`config.mk`:
```
export PLATFORM = sky130hd
export DESIGN_NAME = l1_way_fill_demux_flat
export DESIGN_NICKNAME = d
export VERILOG_FILES = /design/src/rtl/l1_way_fill_demux_pkg.sv /design/src/rtl/l1_way_fill_demux_if.sv /design/src/rtl/l1_way_fill_demux_way_dec_3to8.sv /design/src/rtl/l1_way_fill_demux.sv /design/src/flat_wrapper.sv
export SDC_FILE = /design/constraint.sdc
export NUM_CORES = 1
export LEC_CHECK = 0
export ABC_AREA = 1
export BUFFER_PORTS_ARGS = -buffer_cell sky130_fd_sc_hd__buf_2
export CAP_MARGIN = 20
export CORE_MARGIN = 4
export CORE_UTILIZATION = 45
export DETAILED_ROUTE_END_ITERATION = 16
export GPL_TIMING_DRIVEN = 0
export PLACE_DENSITY = 0.71
export SLEW_MARGIN = 40
export SYNTH_ARGS = -nofsm -noshare
export SYNTH_HDL_FRONTEND = slang
export SYNTH_SLANG_ARGS = --single-unit
```
`constraint.sdc`:
```
create_clock -name clk -period 2 [get_ports clk]
set_input_delay 0.5 -clock clk [delete_from_list [all_inputs] [get_ports clk]]
set_output_delay 0.5 -clock clk [all_outputs]
set_load 0.01 [all_outputs]
```
`src/rtl/l1_way_fill_demux_pkg.sv`:
```
// Shared L1 memory-system constants and the line-fill FSM state encoding.
package l1_way_fill_demux_pkg;

  localparam int L1_BLOCK_SIZE = 128;
  localparam int L1_NUM_WAYS   = 8;
  localparam int L1_WAY_SEL_W  = 3;
  localparam int MEM_BEAT_W    = 32;

  typedef enum logic [1:0] {
    FILL_IDLE    = 2'd0,
    FILL_COLLECT = 2'd1,
    FILL_WRITE   = 2'd2,
    FILL_DONE    = 2'd3
  } fill_state_e;

  function automatic int beats_per_line(input int block_w, input int beat_w);
    return block_w / beat_w;
  endfunction

endpackage

```
`src/rtl/l1_way_fill_demux_if.sv`:
```
// Refill request, memory beat and way-array write bundle for the L1 fill path.
interface l1_way_fill_demux_if
  import l1_way_fill_demux_pkg::*;
#(
  parameter int BLOCK_W = L1_BLOCK_SIZE,
  parameter int BEAT_W  = MEM_BEAT_W
);

  logic                    fill_req_valid;
  logic [L1_WAY_SEL_W-1:0] fill_req_way;
  logic                    fill_req_ready;
  logic                    beat_valid;
  logic [BEAT_W-1:0]       beat_data;
  logic                    beat_ready;
  logic                    way_wr_grant;
  logic [L1_NUM_WAYS-1:0]  way_we;
  logic [BLOCK_W-1:0]      way_wdata;
  logic                    fill_done;

  // master = miss handler / memory side, slave = the fill demux
  modport master (
    output fill_req_valid, fill_req_way, beat_valid, beat_data, way_wr_grant,
    input  fill_req_ready, beat_ready, way_we, way_wdata, fill_done
  );

  modport slave (
    input  fill_req_valid, fill_req_way, beat_valid, beat_data, way_wr_grant,
    output fill_req_ready, beat_ready, way_we, way_wdata, fill_done
  );

endinterface

```
`src/rtl/l1_way_fill_demux_way_dec_3to8.sv`:
```
// Way index to one-hot write-enable decoder; the decode dual of the read-mux select.
module l1_way_fill_demux_way_dec_3to8
  import l1_way_fill_demux_pkg::*;
(
  input  logic                    en,
  input  logic [L1_WAY_SEL_W-1:0] sel,
  output logic [L1_NUM_WAYS-1:0]  onehot
);

  always_comb begin
    onehot = '0;
    if (en) begin
      onehot[sel] = 1'b1;
    end
  end

endmodule

```
`src/rtl/l1_way_fill_demux.sv`:
```
// L1 refill write path: latches the target way, gathers a line from memory beats
// and writes it to the selected way bank once the array port is granted.
module l1_way_fill_demux
  import l1_way_fill_demux_pkg::*;
#(
  parameter int BLOCK_W = L1_BLOCK_SIZE,
  parameter int BEAT_W  = MEM_BEAT_W
) (
  input logic                clk,
  input logic                rst_n,
  l1_way_fill_demux_if.slave bus
);

  localparam int               BEATS     = beats_per_line(BLOCK_W, BEAT_W);
  localparam int               CNT_W     = $clog2(BEATS);
  localparam logic [CNT_W-1:0] LAST_BEAT = CNT_W'(BEATS - 1);

  fill_state_e             state_q, state_d;
  logic [CNT_W-1:0]        cnt_q, cnt_d;
  logic [L1_WAY_SEL_W-1:0] way_q, way_d;
  logic [BLOCK_W-1:0]      wdata_q, wdata_d;
  logic                    req_ready;
  logic                    beat_ready;
  logic                    we_en;
  logic [L1_NUM_WAYS-1:0]  way_we;

  assign req_ready  = rst_n && (state_q == FILL_IDLE);
  assign beat_ready = (state_q == FILL_COLLECT);
  // Read side owns the array port; only write while it hands us the grant.
  assign we_en      = (state_q == FILL_WRITE) && bus.way_wr_grant;

  always_comb begin
    state_d = state_q;
    cnt_d   = cnt_q;
    way_d   = way_q;
    wdata_d = wdata_q;
    case (state_q)
      FILL_IDLE: begin
        if (bus.fill_req_valid && req_ready) begin
          way_d   = bus.fill_req_way;
          state_d = FILL_COLLECT;
        end
      end
      FILL_COLLECT: begin
        if (bus.beat_valid && beat_ready) begin
          wdata_d[cnt_q*BEAT_W +: BEAT_W] = bus.beat_data;
          if (cnt_q == LAST_BEAT) begin
            cnt_d   = '0;
            state_d = FILL_WRITE;
          end else begin
            cnt_d = cnt_q + 1'b1;
          end
        end
      end
      FILL_WRITE: begin
        if (bus.way_wr_grant) begin
          state_d = FILL_DONE;
        end
      end
      FILL_DONE: begin
        state_d = FILL_IDLE;
      end
      default: begin
        state_d = FILL_IDLE;
      end
    endcase
  end

  always_ff @(posedge clk or negedge rst_n) begin
    if (!rst_n) begin
      state_q <= FILL_IDLE;
      cnt_q   <= '0;
      way_q   <= '0;
      wdata_q <= '0;
    end else begin
      state_q <= state_d;
      cnt_q   <= cnt_d;
      way_q   <= way_d;
      wdata_q <= wdata_d;
    end
  end

  l1_way_fill_demux_way_dec_3to8 u_way_dec (
    .en     (we_en),
    .sel    (way_q),
    .onehot (way_we)
  );

  assign bus.fill_req_ready = req_ready;
  assign bus.beat_ready     = beat_ready;
  assign bus.way_we         = way_we;
  assign bus.way_wdata      = wdata_q;
  assign bus.fill_done      = (state_q == FILL_DONE);

endmodule

```
`src/flat_wrapper.sv`:
```
// flat-port wrapper written by rule: the top's interface ports become plain ports
module l1_way_fill_demux_flat import l1_way_fill_demux_pkg::*;
#(
  parameter int BLOCK_W = L1_BLOCK_SIZE,
  parameter int BEAT_W  = MEM_BEAT_W
)
  (clk, rst_n, bus_fill_req_valid, bus_fill_req_way, bus_beat_valid, bus_beat_data, bus_way_wr_grant, bus_fill_req_ready, bus_beat_ready, bus_way_we, bus_way_wdata, bus_fill_done);
  l1_way_fill_demux_if #(.BLOCK_W(BLOCK_W), .BEAT_W(BEAT_W)) bus_i ();
  input logic clk;
  input logic rst_n;
  input wire logic [$bits(bus_i.fill_req_valid)-1:0] bus_fill_req_valid;
  input wire logic [$bits(bus_i.fill_req_way)-1:0] bus_fill_req_way;
  input wire logic [$bits(bus_i.beat_valid)-1:0] bus_beat_valid;
  input wire logic [$bits(bus_i.beat_data)-1:0] bus_beat_data;
  input wire logic [$bits(bus_i.way_wr_grant)-1:0] bus_way_wr_grant;
  output wire logic [$bits(bus_i.fill_req_ready)-1:0] bus_fill_req_ready;
  output wire logic [$bits(bus_i.beat_ready)-1:0] bus_beat_ready;
  output wire logic [$bits(bus_i.way_we)-1:0] bus_way_we;
  output wire logic [$bits(bus_i.way_wdata)-1:0] bus_way_wdata;
  output wire logic [$bits(bus_i.fill_done)-1:0] bus_fill_done;
  assign bus_i.fill_req_valid = bus_fill_req_valid;
  assign bus_i.fill_req_way = bus_fill_req_way;
  assign bus_i.beat_valid = bus_beat_valid;
  assign bus_i.beat_data = bus_beat_data;
  assign bus_i.way_wr_grant = bus_way_wr_grant;
  assign bus_fill_req_ready = bus_i.fill_req_ready;
  assign bus_beat_ready = bus_i.beat_ready;
  assign bus_way_we = bus_i.way_we;
  assign bus_way_wdata = bus_i.way_wdata;
  assign bus_fill_done = bus_i.fill_done;
  l1_way_fill_demux #(.BLOCK_W(BLOCK_W), .BEAT_W(BEAT_W)) u_core (.clk(clk), .rst_n(rst_n), .bus(bus_i));
endmodule
```
==> results.yml <==
floorplan:
  die_y_um: 121.8
  core.rowCount: 41
  die_w_um: 121.8
  initial_utilization: 0.4599
  die-area_um2: 14830
  core_um2: 12670
  boundaryPins: 179
cells_and_area:
  fin_cells: 1006
  fin_area_um2: 7796
  syn2layout_area_growth_pct: 33.80
  nets: 871
  fillers: 1117
  final_core_util: 0.6153
  diodes: 0
  drive_above_1_share: 0.3165
clocking:
  htree_levels: 4
  clk_latency_ns: 0.41
  cts_buffers: 17
  clock_sinks: 135
  cts_tree: "yes"
  clkTransAtPathRegs_ns: 0.06
  root_buffer: "clkbuf_16"
  clock_path_buffers: 2
grt:
  grt_max_degree: 36
  track_usage: 0.2450
  met2_usage: 0.3923
  grt_pass1_vias: 5291
  grt_busiest_layer: "met2"
  grt_pass1_wl_um: 27830
  overflow: 0
  use_met3: 0.05803
  antenna_found_initial: 0
  use_met1: 0.3279
setup_path:
  crit_arrival_ns: 1.44
  cp_cell_sequence: "buf_4 -> buf_4 -> ha_1 -> buf_2"
  crit_path_max_fanout: 3
  cp_slowest_cell: "dfrtp_1"
  critical_path.top_delay_family: "buffers and inverters"
  timing_worst_setup_path_type: "reg2out"
  cp.buffers_inverters: 3
  slowest_delay_ns: 0.38
  required_ns: 1.50
  path_common_cell: "buf_4"
  endpoint_kind: "output port"
  startpoint_type: "flop"
route:
  first_pass_iters: 5
  drt.antenna.violating_nets: 0
  dr_total_vias: 5450
  routedWlPerCell_um: 18.02
  drc: 0
  vias_per_cell: 5.417
  first_iter_violations: 402
  wl_um: 18130
pwr:
  p_leak_nw: 4.338
  total_power_w: 0.01124
  p_per_area_nw_per_um2: 1442
  ir_worst_vdd_mv: 0.5942
sta:
  setup_violations: 0
  finalHoldWorstSlack_ns: 0.04348
  skew_ns: 0.009379
  worst_slew_pin_slew_ns: 0.5578
  hold_viol_final: 0
  max_freq_mhz: 514.3
  drv_slew: 0
  min_period_over_period: 0.9722
  post-route-min-period_ns: 1.944
  grt_setup_unrepaired: "true"
  relSlewSlack: 0.6281
synthesis:
  yosysSeqAreaShare: 0.5798
  syn_area_um2: 5827
  yosysUniqueCellTypes: 23
  avgSynthCellArea_um2: 9.459
  ys_ff_latch: 135
  synthCells: 616
  syn-num-nets: 666
  yosysWarnings: 0
hold_path:
  min_path_type: "in2async"
placed_design:
  io_buffers: 178
  gp_congestion: 0.8767
  dp_cells: 967
  post_dp_cell_area_um2: 6970
  dp_hpwl_um: 12930
job:
  drv_cap: 0
outcome:
  status: "completed"
[cell families after synthesis]
kind of cell / Yosys count / synth area share
and+or+nand+nor: 209 / 0.1585
DFF: 135 / 0.5798
AOI/OAI and AO/OA: 199 / 0.1718
buffers and inverters: 63 / 0.06850
adders and majority gates: 10 / 0.02147
[final timing paths]
path / start / endpoint / slack, ns / cells past startpoint
hold reg to reg: u_core.bus.way_wdata[24] / u_core.bus.way_wdata[24] / 0.49 / 2
setup / recovery: u_core.state_q[0] / bus_beat_ready / 0.06 / 4
setup reg to reg: u_core.state_q[0] / u_core.bus.way_wdata[112] / 0.08 / 7
hold / removal: rst_n / u_core.bus.way_wdata[8] / 0.04 / 2
min in group clk: bus_fill_req_way[0] / u_core.way_q[0] / 0.33 / 3
max in group asynchronous: rst_n / u_core.bus.way_wdata[47] / 1.31 / 2
[layer usage]
| metal | vias up | routed length [um] |
|---|---|---|
| met4 | 0 | 397 |
| met5 | - | 0 |
| met1 | 2661 | 7826 |
| met3 | 37 | 1299 |
| met2 | 244 | 8603 |
| li1 | 2508 | - |
[where the power goes]
part	leakage, nW	total (W)	switching (W)	internal (W)
Sequential	1.84	0.00379	0.000398	0.00339
Clock	0.344	0.00368	0.00114	0.00254
Combinational	2.16	0.00377	0.00249	0.00128
[state kept, by name, indices dropped and copies added (netlist names)]
name,count
u_core.bus.way_wdata,128
u_core.cnt_q,2
u_core.state_q,2
u_core.way_q,3
[synthesized netlist by cell type]
| library cell | instances | area, um^2 |
|---|---|---|
| nand2_4 | 1 | 11.26 |
| inv_2 | 3 | 11.26 |
| inv_1 | 13 | 48.80 |
| ha_1 | 10 | 125.1 |
| buf_6 | 16 | 180.2 |
| dfrtp_1 | 135 | 3378 |
| o21ai_0 | 115 | 575.6 |
| nand2_1 | 116 | 435.4 |
| nand2_2 | 1 | 6.260 |
| nand3_1 | 65 | 325.3 |
| a21oi_1 | 5 | 25.02 |
| or2_2 | 1 | 6.260 |
| nand4_1 | 1 | 6.260 |
| nor2_4 | 2 | 22.52 |
| nand3b_1 | 1 | 7.510 |
| o21ai_1 | 77 | 385.4 |
| buf_4 | 9 | 67.56 |
| o21bai_1 | 2 | 15.01 |
| clkbuf_1 | 15 | 56.30 |
| nand3_4 | 1 | 17.52 |
| nor2_2 | 4 | 25.02 |
| nor2_1 | 16 | 60.06 |
| buf_2 | 7 | 35.03 |
[through the flow]
| stage | setup TNS (ns) | setup slack, ns |
|---|---|---|
| floorplan | 0 | 0.5058 |
| global route | -0.04347 | -0.01976 |
| finish | 0 | 0.05553 |
| detailed placement | -0.1752 | -0.1752 |
| CTS | 0 | 0.01627 |
| global placement | -188.18 | -1.686 |
[what timing repair did]
action                                 CTS  global route
pin swaps                                1             5
setup endpoints to repair                9             9
cloned                                   1             0
hold buffers                             3             0
endpoints found under the hold margin    4             0
gates resized for setup                  3             3
setup buffers                            1             2
[cells in the final DEF, fill, tap and decap left out, types with 2 or more instances in the layout]
| master | n |
|---|---|
| clkbuf_8 | 6 |
| nand3_1 | 65 |
| buf_4 | 12 |
| o21ai_1 | 77 |
| buf_6 | 16 |
| o21ai_0 | 115 |
| inv_1 | 12 |
| buf_12 | 3 |
| o21bai_1 | 2 |
| dfrtp_1 | 133 |
| nor2_1 | 16 |
| clkbuf_1 | 17 |
| inv_2 | 4 |
| ha_1 | 9 |
| buf_2 | 184 |
| nor2_4 | 2 |
| dfrtp_2 | 2 |
| a21oi_1 | 5 |
| clkbuf_16 | 17 |
| nor2_2 | 4 |
| nand2_1 | 116 |
| bufinv_16 | 6 |
[layout make-up]
| class | instances | area [um^2] | area share |
|---|---|---|---|
| Clock buffer | 25 | 515.5 | 0.06612 |
| Inverter | 16 | 60.06 | 0.007703 |
| Timing Repair Buffer | 186 | 1039 | 0.1332 |
| Sequential cell | 135 | 3381 | 0.4336 |
| Multi-Input combinational cell | 418 | 2062 | 0.2645 |
| Tap cell | 172 | 215.2 | 0.02760 |
| Clock inverter | 7 | 185.2 | 0.02375 |
| Buffer | 47 | 339.1 | 0.04349 |
Power figures use the tool's default switching activity.
